File: src/rtl/viterbi_pkg.sv
// Shared definitions for the K=3 convolutional encoder and its Viterbi decoder.
package viterbi_pkg;

   localparam int unsigned K      = 3;
   localparam int unsigned BYTE_W = 8;

   localparam logic [K-1:0] G0_DEF = 3'b111;
   localparam logic [K-1:0] G1_DEF = 3'b101;

   // Trellis state {s1,s0}; encoding shared with the decoder's path selector.
   typedef enum logic [K-2:0] {
      ST_00 = 2'b00,
      ST_01 = 2'b01,
      ST_10 = 2'b10,
      ST_11 = 2'b11
   } trellis_state_e;

   typedef enum logic [1:0] {
      IDLE,
      SHIFT,
      TAIL
   } fsm_state_e;

   typedef struct packed {
      logic [BYTE_W-1:0] data;
      logic              last;
   } byte_beat_t;

endpackage

File: src/rtl/conv_encoder_tx_if.sv
// Byte-in / symbol-out stream bundle of the convolutional encoder.
interface conv_encoder_tx_if;
   import viterbi_pkg::*;

   logic [BYTE_W-1:0] in_data;
   logic              in_valid;
   logic              in_last;
   logic              in_ready;
   logic [1:0]        sym_out;
   logic              sym_valid;
   logic              sym_ready;
   logic              sym_last;
   logic              busy;

   modport slave (
      input  in_data, in_valid, in_last, sym_ready,
      output in_ready, sym_out, sym_valid, sym_last, busy
   );

   modport master (
      output in_data, in_valid, in_last, sym_ready,
      input  in_ready, sym_out, sym_valid, sym_last, busy
   );

endinterface

File: src/rtl/conv_enc_sym.sv
// Combinational code-symbol generator: {b,s1,s0} -> {c_G0, c_G1}.
module conv_enc_sym
   import viterbi_pkg::*;
#(
   parameter logic [K-1:0] G0 = G0_DEF,
   parameter logic [K-1:0] G1 = G1_DEF
) (
   input  logic       b,
   input  logic       s1,
   input  logic       s0,
   output logic [1:0] sym
);

   logic [K-1:0] window;

   assign window = {b, s1, s0};
   assign sym    = {^(G0 & window), ^(G1 & window)};

endmodule

File: src/rtl/conv_encoder_tx.sv
// Rate-1/2 K=3 convolutional encoder: serialises bytes MSB first and
// terminates each frame with two zero tail bits so the trellis ends in 00.
module conv_encoder_tx
   import viterbi_pkg::*;
#(
   parameter logic [K-1:0] G0 = G0_DEF,
   parameter logic [K-1:0] G1 = G1_DEF
) (
   input  logic              clk,
   input  logic              rst,
   conv_encoder_tx_if.slave  bus
);

   localparam int unsigned       BIT_W    = 3;
   localparam logic [BIT_W-1:0]  LAST_BIT = BIT_W'(7);

   fsm_state_e       state, state_d;
   byte_beat_t       beat_q, beat_d;
   logic [BIT_W-1:0] bit_cnt, bit_cnt_d;
   logic             tail_cnt, tail_cnt_d;
   trellis_state_e   mem, mem_d;
   logic [1:0]       mem_v;
   logic             cur_bit;
   logic [1:0]       sym;

   assign mem_v   = mem;
   // ~bit_cnt selects bit (7 - bit_cnt), i.e. MSB first
   assign cur_bit = (state == SHIFT) ? beat_q.data[~bit_cnt] : 1'b0;

   conv_enc_sym #(.G0(G0), .G1(G1)) u_sym (
      .b   (cur_bit),
      .s1  (mem_v[1]),
      .s0  (mem_v[0]),
      .sym (sym)
   );

   // Symbol side decodes registered state only.
   assign bus.sym_valid = (state != IDLE);
   assign bus.busy      = (state != IDLE);
   assign bus.sym_last  = (state == TAIL) && tail_cnt;
   assign bus.sym_out   = (state != IDLE) ? sym : 2'b00;

   always_ff @(posedge clk or posedge rst) begin
      if (rst) begin
         state    <= IDLE;
         beat_q   <= '0;
         bit_cnt  <= '0;
         tail_cnt <= 1'b0;
         mem      <= ST_00;
      end else begin
         state    <= state_d;
         beat_q   <= beat_d;
         bit_cnt  <= bit_cnt_d;
         tail_cnt <= tail_cnt_d;
         mem      <= mem_d;
      end
   end

   // Next-state, byte loading and in_ready (combinational on sym_ready for back-to-back).
   always_comb begin
      state_d      = state;
      beat_d       = beat_q;
      bit_cnt_d    = bit_cnt;
      tail_cnt_d   = tail_cnt;
      mem_d        = mem;
      bus.in_ready = 1'b0;
      unique case (state)
         IDLE: begin
            bus.in_ready = !rst;
            if (bus.in_valid) begin
               beat_d    = '{data: bus.in_data, last: bus.in_last};
               bit_cnt_d = '0;
               state_d   = SHIFT;
            end
         end
         SHIFT: begin
            bus.in_ready = (bit_cnt == LAST_BIT) && bus.sym_ready && !beat_q.last;
            if (bus.sym_ready) begin
               mem_d     = trellis_state_e'({cur_bit, mem_v[1]});
               bit_cnt_d = BIT_W'(bit_cnt + 1'b1);
               if (bit_cnt == LAST_BIT) begin
                  if (beat_q.last) begin
                     state_d    = TAIL;
                     tail_cnt_d = 1'b0;
                  end else if (bus.in_valid) begin
                     beat_d    = '{data: bus.in_data, last: bus.in_last};
                     bit_cnt_d = '0;
                  end else begin
                     state_d = IDLE;
                  end
               end
            end
         end
         TAIL: begin
            if (bus.sym_ready) begin
               mem_d      = trellis_state_e'({1'b0, mem_v[1]});
               tail_cnt_d = ~tail_cnt;
               if (tail_cnt) state_d = IDLE;
            end
         end
         default: state_d = IDLE;
      endcase
   end

endmodule

File: src/flat_wrapper.sv
// flat-port wrapper written by rule: the top's interface ports become plain ports
module conv_encoder_tx_flat import viterbi_pkg::*;
#(
   parameter logic [K-1:0] G0 = G0_DEF,
   parameter logic [K-1:0] G1 = G1_DEF
)
  (clk, rst, bus_in_data, bus_in_valid, bus_in_last, bus_sym_ready, bus_in_ready, bus_sym_out, bus_sym_valid, bus_sym_last, bus_busy);
  conv_encoder_tx_if bus_i ();
  input  logic clk;
  input  logic rst;
  input wire logic [$bits(bus_i.in_data)-1:0] bus_in_data;
  input wire logic [$bits(bus_i.in_valid)-1:0] bus_in_valid;
  input wire logic [$bits(bus_i.in_last)-1:0] bus_in_last;
  input wire logic [$bits(bus_i.sym_ready)-1:0] bus_sym_ready;
  output wire logic [$bits(bus_i.in_ready)-1:0] bus_in_ready;
  output wire logic [$bits(bus_i.sym_out)-1:0] bus_sym_out;
  output wire logic [$bits(bus_i.sym_valid)-1:0] bus_sym_valid;
  output wire logic [$bits(bus_i.sym_last)-1:0] bus_sym_last;
  output wire logic [$bits(bus_i.busy)-1:0] bus_busy;
  assign bus_i.in_data = bus_in_data;
  assign bus_i.in_valid = bus_in_valid;
  assign bus_i.in_last = bus_in_last;
  assign bus_i.sym_ready = bus_sym_ready;
  assign bus_in_ready = bus_i.in_ready;
  assign bus_sym_out = bus_i.sym_out;
  assign bus_sym_valid = bus_i.sym_valid;
  assign bus_sym_last = bus_i.sym_last;
  assign bus_busy = bus_i.busy;
  conv_encoder_tx #(.G0(G0), .G1(G1)) u_core (.clk(clk), .rst(rst), .bus(bus_i));
endmodule
File: config.mk
export PLATFORM = sky130hd
export DESIGN_NAME = conv_encoder_tx_flat
export DESIGN_NICKNAME = d
export VERILOG_FILES = /design/src/rtl/viterbi_pkg.sv /design/src/rtl/conv_encoder_tx_if.sv /design/src/rtl/conv_enc_sym.sv /design/src/rtl/conv_encoder_tx.sv /design/src/flat_wrapper.sv
export SDC_FILE = /design/constraint.sdc
export NUM_CORES = 1
export LEC_CHECK = 0
export CORE_MARGIN = 2
export CORE_UTILIZATION = 50
export DETAILED_ROUTE_END_ITERATION = 10
export GPL_TIMING_DRIVEN = 0
export HOLD_SLACK_MARGIN = 0.1
export PLACE_DENSITY_LB_ADDON = 0.15
export SLEW_MARGIN = 20
export SYNTH_ARGS = -nofsm -noshare
export SYNTH_HDL_FRONTEND = slang
export SYNTH_SLANG_ARGS = --single-unit
File: constraint.sdc
create_clock -name clk -period 5 [get_ports clk]
set_clock_uncertainty 0.2 [all_clocks]
set_input_delay 1 -clock clk [delete_from_list [all_inputs] [get_ports clk]]
set_output_delay 1 -clock clk [all_outputs]
set_load 0.02 [all_outputs]
==> metrics.md, run 1 <==
| Metric | Value |
|---|---|
| Run status | completed |
| CP Launch Type | input pin |
| Die width | 47.55 µm |
| Pin count of the biggest net entering global routing | 18 |
| Die Ht | ~48 µm |
| Fin area | 1186 µm² |
| Final Hold Viols | 0 |
| Worst EP arrival | 2770 ps |
| Die area | about 2300 µm² |
| Critical path cell sequence | clkdlybuf4s50_1 -> and3b_1 -> nor2_1 -> a211oi_1 -> clkdlybuf4s50_1 |
| Grt ovf | 0 |
| Area of the multi-input gates | between 400 and 500 µm² |
| Post-DP HPWL | between 1000 and 1500 µm |
| DRC violations left | 0 |
| Ys flop type | dfrtp_1 |
| Synth async-reset ratio | 100.0% |
| Placed instance area | 1160 µm² |
| Cts hold-fix bufs | 0 |
| Slew headroom | between 50% and 60% |
| Fin crit share | between 70 and 80% |
| Wire per inst | around 12 µm |
| # rows | 15 |
| Top-count cell post-synth | nand2_1 |
| Post-synth EDFFs | 0 |
| CTS resizes | 0 |
| Routed Antenna Nets | 0 |
| Clk slew on worst S/H paths | 90 ps |
| Initial antenna violation count | 0 |
| Final min period | a little under 4000 ps |
| First-pass GRT wire length | 3222 µm |
| Longest Clk Path Bufs | 2 |
| I/O Pins | 19 |
| Area grow syn2layout | 25.07% |
| Core ar. | roughly 1800 µm² |
| Syn Inst Count | 103 |
| Slowest-stage cell, CP | clkdlybuf4s50_1 |
| GRT Total Usage | about a fifth |
| Post-Route WL | about 1800 µm |
| GPL Wtd Cong | roughly 0.77 |
| Initial Utilization | about 54% |
| Share of the synthesized area in the top cell type | 44.85% |
| First-pass DRT Iterations | 4 |
| Worst Max-Slew Pin Slew | between 600 and 700 ps |
| Flops & latches, synth | 17 |
| Vias per inst | 5.433 |
| Synth cell types | 33 |
| Share of layout cells above drive strength 1 | 7.200% |
| Largest stage delay, worst path | between 600 and 700 ps |
| H-Tree Depth | 1 |
| Drt first-iter violations | 10 |
| Filler instances | between 150 and 200 |
| Antenna diode count | 0 |
| Synth cell count leaders | nand2_1, dfrtp_1, o21ai_0 |
| Number of port buffers | 18 |
| Clk sinks | 17 |
| Setup_tns | 0 ps |
| Leakage power | approximately 0.54 nW |
| Worst Hold Class | reg2reg |
| NumNets Final | ~140 |
| Crit path capture type | primary output |
| Fmax achieved | approximately 250 MHz |
| Clock root cell | clkbuf_4 |
| Clk Latency, worst-skew pair | about 290 ps |
| Syn avg cell area | approximately 9.2 µm² |
| Max-slew violation count | 0 |
| VDD IR max | about 320 µV |
| Syn nets | roughly 120 |
| Crit Path Category | in2out |
| Num CTS Buffers | 3 |
| Synth area leader | dfrtp_1 |
| Power per cell area | approximately 580 nW/µm² |
| Postcts setup bufs | 0 |
| Req. time, crit path | 3800 ps |
| Ys Warns | 0 |
| Crit path top cell by count | clkdlybuf4s50_1 |
| Cell Area, Synth | approximately 950 µm² |
| CTS tree | yes |
| Vias in the first global route | a little under 800 |
| Maxcap violations | 0 |
| Top post-synthesis cells by area | dfrtp_1, nand2_1, o21ai_0, nor2b_1, mux2i_1 |
| Crit path max fanout | 8 |
| Register area | around 430 µm² |
| Sequential fraction of the synthesis area | 44.85% |
| DR vias | between 800 and 900 |
| Final setup violation count | 0 |
| Unrepaired setup endpoints after global routing | no |
## per-layer routing
layer / wire length [µm] / vias to the layer above / global-route usage, %
met5: 0 / - / 0
met4: 10 / 0 / 7.568
li1: - / 411 / -
met3: 83 / 2 / 6.038
met1: 859 / 384 / 26.27
met2: 888 / 18 / 32.43
## power by group
| group | total, mW | internal (mW) | switching (mW) |
|---|---|---|---|
| clock network | 0.0732 | 0.0310 | 0.0421 |
| logic | 0.381 | 0.188 | 0.193 |
| registers | 0.229 | 0.187 | 0.0417 |
## state kept, by name, summed over array words and instances, names as in the netlist
signal,flops
u_core.state,2
u_core.mem,2
u_core.bit_cnt,3
u_core.beat_q,9
u_core.tail_cnt,1
## final cells by class
class                           instances  share of cell area (%)
Multi-Input combinational cell         78                   41.14
Tap cell                               25                   2.637
Timing Repair Buffer                   18                   15.19
Clock buffer                            4                   2.215
Buffer                                  4                   1.688
Inverter                                4                   1.266
Sequential cell                        17                   35.86
## cell usage in the layout (no fill, tap or decap), types with 2 or more instances in the layout
master           synthesis  layout
clkdlybuf4s50_1          0      18
a22oi_1                  2       2
nand4_1                  2       2
mux2i_1                  3       3
dfrtp_1                 17      17
nand2b_1                 2       2
clkbuf_4                 0       3
nand2_1                 23      23
a22o_1                   3       3
nor2b_1                  5       5
mux2_2                   2       2
clkbuf_1                 2       3
a21oi_1                  4       4
ha_1                     2       2
nor2_1                   4       4
o21ai_0                 10      10
inv_1                    4       4
## stage by stage
step / util (%) / setup WS (ps) / cells / total power [mW] / hold slack (ps)
2_1_floorplan: - / 2035 / 103 / 0.4888 / 241.6
3_3_place_gp: 65.74 / 1092 / 146 / 0.5984 / 258.3
3_5_place_dp: 65.74 / 1048 / 146 / 0.6127 / 267.0
4_1_cts: 67.23 / 1016 / 150 / 0.6887 / 289.7
5_1_grt: 67.23 / 892.3 / 150 / 0.7407 / 316.4
6_report: 67.23 / 1033 / 150 / 0.6833 / 287.8
## worst max-delay path, delay by kind of cell
kind                   cells  cell delay [ps]
AO/OA/AOI/OAI              1              240
buffers and inverters      2             1250
AND/OR/NAND/NOR            2              270
## cell families (layout without fill, tap and decap cells)
family	count (synthesis)	count (layout)	share of synthesized area, %
simple gates	42	42	21.11
compound gates	27	27	18.47
flops	17	17	44.86
buf+inv	8	30	3.694
mux	6	6	8.312
fa+ha+maj	2	2	2.638
xor+xnor	1	1	0.9237
## worst paths after layout
kind	startpoint	endpoint	slack (ps)	depth (start not counted)
max	bus_sym_ready	bus_in_ready	1030	5
min	u_core.beat_q[8]	u_core.beat_q[8]	290	2
max reg2reg	u_core.bit_cnt[0]	u_core.beat_q[1]	2640	6
min reg2reg	u_core.beat_q[8]	u_core.beat_q[8]	290	2
max in group asynchronous	rst	u_core.beat_q[7]	3240	2
min in group asynchronous	rst	u_core.state[0]	940	2
Note: power is estimated with default switching activity, not from simulation.
==> inputs of run 2 (changes only) <==
--- a/config.mk
+++ b/config.mk
@@ -6,7 +6,7 @@
 export NUM_CORES = 1
 export LEC_CHECK = 0
 export CORE_MARGIN = 2
-export CORE_UTILIZATION = 50
+export CORE_UTILIZATION = 45
 export DETAILED_ROUTE_END_ITERATION = 10
 export GPL_TIMING_DRIVEN = 0
 export HOLD_SLACK_MARGIN = 0.1
==> constraint.sdc (replaced) <==
create_clock -name clk -period 3.5 [get_ports clk]
set_clock_uncertainty 0.2 [all_clocks]
set_input_delay 0.7 -clock clk [delete_from_list [all_inputs] [get_ports clk]]
set_output_delay 0.7 -clock clk [all_outputs]
set_load 0.02 [all_outputs]
==> run 2 against run 1 <==
- power grew 43%
- highest routed layer unchanged
- sequential power grew 44%
- core utilization decreased by 6.9 points
- critical path type is now reg2out
- wire length up 5.5%
- cell area increased by 0.74%
- worst hold slack lost 1.7 ps
- first-iteration DRC count down 70%
- sequential cell count stayed put
- cell count up 1.3%
- sequential share of layout area decreased by 0.16 points
- largest cell class unchanged
==> metrics.md, run 2 (synthesis results as in run 1) <==
| Metric | Value |
|---|---|
| Run status | completed |
| Top Registers | u_core.beat_q x9, u_core.bit_cnt x3 |
| Crit path capture type | primary output |
| Dpl cells | 148 (+1.4%) |
| Worst hold path depth | 2 (unchanged) |
| Maxcap violations | 0 (unchanged) |
| Drt first-iter violations | 3 (-7) |
| Vias in the first global route | 790 (+2.3%) |
| Comb pwr share | 55.3% (-0.5 points) |
| Share of layout cells above drive strength 1 | 8.000% (+0.80 points) |
| Final Hold Viols | 0 (unchanged) |
| Postcts setup bufs | 0 (unchanged) |
| Req. time, crit path | 2600 ps (-1200 ps) |
| Worst EP arrival | 2440 ps (-330 ps) |
| Fmax achieved | 299.5 MHz |
| Max-slew violation count | 0 (unchanged) |
| Clock root cell | clkbuf_4 |
| Final setup margin | 161.0 ps (-871.7 ps) |
| Die Ht | 49.91 µm (+5.0%) |
| Initial antenna violation count | 0 (unchanged) |
| Vias per inst | 5.283 (-2.8%) |
| Slew headroom | 56.75% (+0.78 points) |
| Worst Hold Class | reg2reg |
| Crit path max fanout | 5 (-3) |
| Pin count of the biggest net entering global routing | 18 (unchanged) |
| Filler instances | 187 (+15%) |
| Area grow syn2layout | 25.99% |
| Placed instance area | 1162 µm² (+0.22%) |
| NetSw | 0.3982 mW (+44%) |
| Setup_tns | 0 ps (unchanged) |
| Largest register by flop count | u_core.beat_q |
| Antenna diode count | 0 (unchanged) |
| Most frequent standard cell in the layout excluding fill and tap cells | nand2_1 |
| Core ar. | 1982 µm² (+12%) |
| Routed Antenna Nets | 0 (unchanged) |
| Finished Core Util | 60.29% (-6.9 points) |
| Non-filler cells in the finished layout | 152 (+1.3%) |
| Num CTS Buffers | 3 (unchanged) |
| VDD IR max | 411.8 µV (+31%) |
| First-pass DRT Iterations | 4 (unchanged) |
| DR vias | 803 (-1.5%) |
| Switching share of power | 40.82% (+0.34 points) |
| Post-Route WL | 1943 µm (+5.5%) |
| GRT Total Usage | 18.03% (-2.3 points) |
| Worst Reg-to-Reg Cells | 6 (unchanged) |
| Worst Max-Slew Pin Slew | 648.1 ps (-11.71 ps) |
| Initial Utilization | 47.85% (-5.9 points) |
| H-Tree Depth | 1 (unchanged) |
| NumNets Final | 141 (unchanged) |
| Die area | 2491 µm² (+10%) |
| GPL Wtd Cong | 0.7339 (-4.7%) |
| Clk network pwr share | 10.9% (+0.2 points) |
| Wire per inst | 12.78 µm (+4.1%) |
| Pre-CTS worst setup slack | 182.8 ps (-865.4 ps) |
| Longest Clk Path Bufs | 2 (unchanged) |
| Die width | 49.91 µm (+5.0%) |
| Fin crit share | around 95% |
| Power per cell area | 816.5 nW/µm² (+42%) |
| DRC violations left | 0 (unchanged) |
| Post-DP HPWL | 1444 µm (+3.4%) |
| Final min period | 3339 ps |
| Reg power frac | 33.8% (+0.3 points) |
| Clk Latency, worst-skew pair | 290 ps (about the same) |
| Fin area | 1195 µm² (+0.74%) |
| Clk slew on worst S/H paths | 100 ps (about the same) |
| Crit Path Category | reg2out |
| Clk sinks | 17 (unchanged) |
| Most frequent cells in the layout | nand2_1, clkdlybuf4s50_1, dfrtp_1 |
| # rows | 16 (+1) |
| Int Power | 0.5774 mW (+42%) |
| Number of port buffers | 18 (unchanged) |
| Leakage power | 0.5635 nW (+5.1%) |
| CTS tree | yes |
| Grt ovf | 0 (unchanged) |
| I/O Pins | 19 (unchanged) |
| Unrepaired setup endpoints after global routing | no |
| First-pass GRT wire length | 3470 µm (+7.7%) |
| Final setup violation count | 0 (unchanged) |
| Max reg flops | 9 (unchanged) |
| CP Launch Type | flip-flop |
==> run 2: cell types whose count changed in the layout (fill, tap and decap cells not counted), sizes merged <==
cell | previous run | this run
clkdlybuf4s50 | 18 | 16
dlymetal6s2s | 0 | 2
==> run 2: layer usage <==
layer / track usage (%) / part of all wire, %
met5: 0 / 0
met1: 24.27 / 47
met2: 28.22 / 48
met4: 8.333 / 1.6
met3: 3.030 / 3.0
==> run 2: critical path: stages (launching register included) <==
cell and delay (ps):
dfrtp_2 470, mux4_1 370, nor2b_1 80, or4_1 460, a21oi_1 160, clkdlybuf4s50_1 610
==> run 2: cell type report <==
type                    instances  area (µm²)  share of cell area [%]
plain buffers                   4       20.02                   1.675
inverters                       4       15.01                   1.257
repair buffers                 18       185.2                   15.50
well taps                      27       33.78                   2.827
flip-flops and latches         17       426.7                   35.71
clock buffers                   4       26.28                   2.199
multi-input cells              78       488.0                   40.84
==> run 2: path summary, 6_finish.rpt <==
check                      slack (ps)                end         startpoint
min in group asynchronous         630   u_core.beat_q[6]                rst
min                               290   u_core.beat_q[1]   u_core.beat_q[1]
max reg2reg                      1160   u_core.beat_q[1]  u_core.bit_cnt[0]
max in group asynchronous        2010  u_core.bit_cnt[0]                rst
min reg2reg                       290   u_core.beat_q[1]   u_core.beat_q[1]
max                               160     bus_sym_out[0]  u_core.bit_cnt[0]
==> run 2: through the flow <==
| step | hold slack (ps) | power, mW |
|---|---|---|
| after CTS | 297.1 | 0.9877 |
| after global routing | 326.5 | 1.066 |
| final | 286.1 | 0.9756 |
| after detailed placement | 273.1 | 0.8802 |
| after global placement | 259.6 | 0.8575 |
| after floorplan | 241.6 | 0.6983 |
==> run 2: power groups by stage <==
stage               registers (mW)  logic [mW]  clock network [mW]
floorplan                    0.316       0.382                   0
global placement             0.329       0.528                   0
detailed placement           0.334       0.546                   0
CTS                          0.329       0.547               0.111
global route                 0.342       0.604               0.121
finish                       0.330       0.540               0.106
==> run 2: what timing repair did <==
item,in CTS,in global routing
setup endpoints to repair,0,2
resized for setup,0,3
hold buffers,0,0
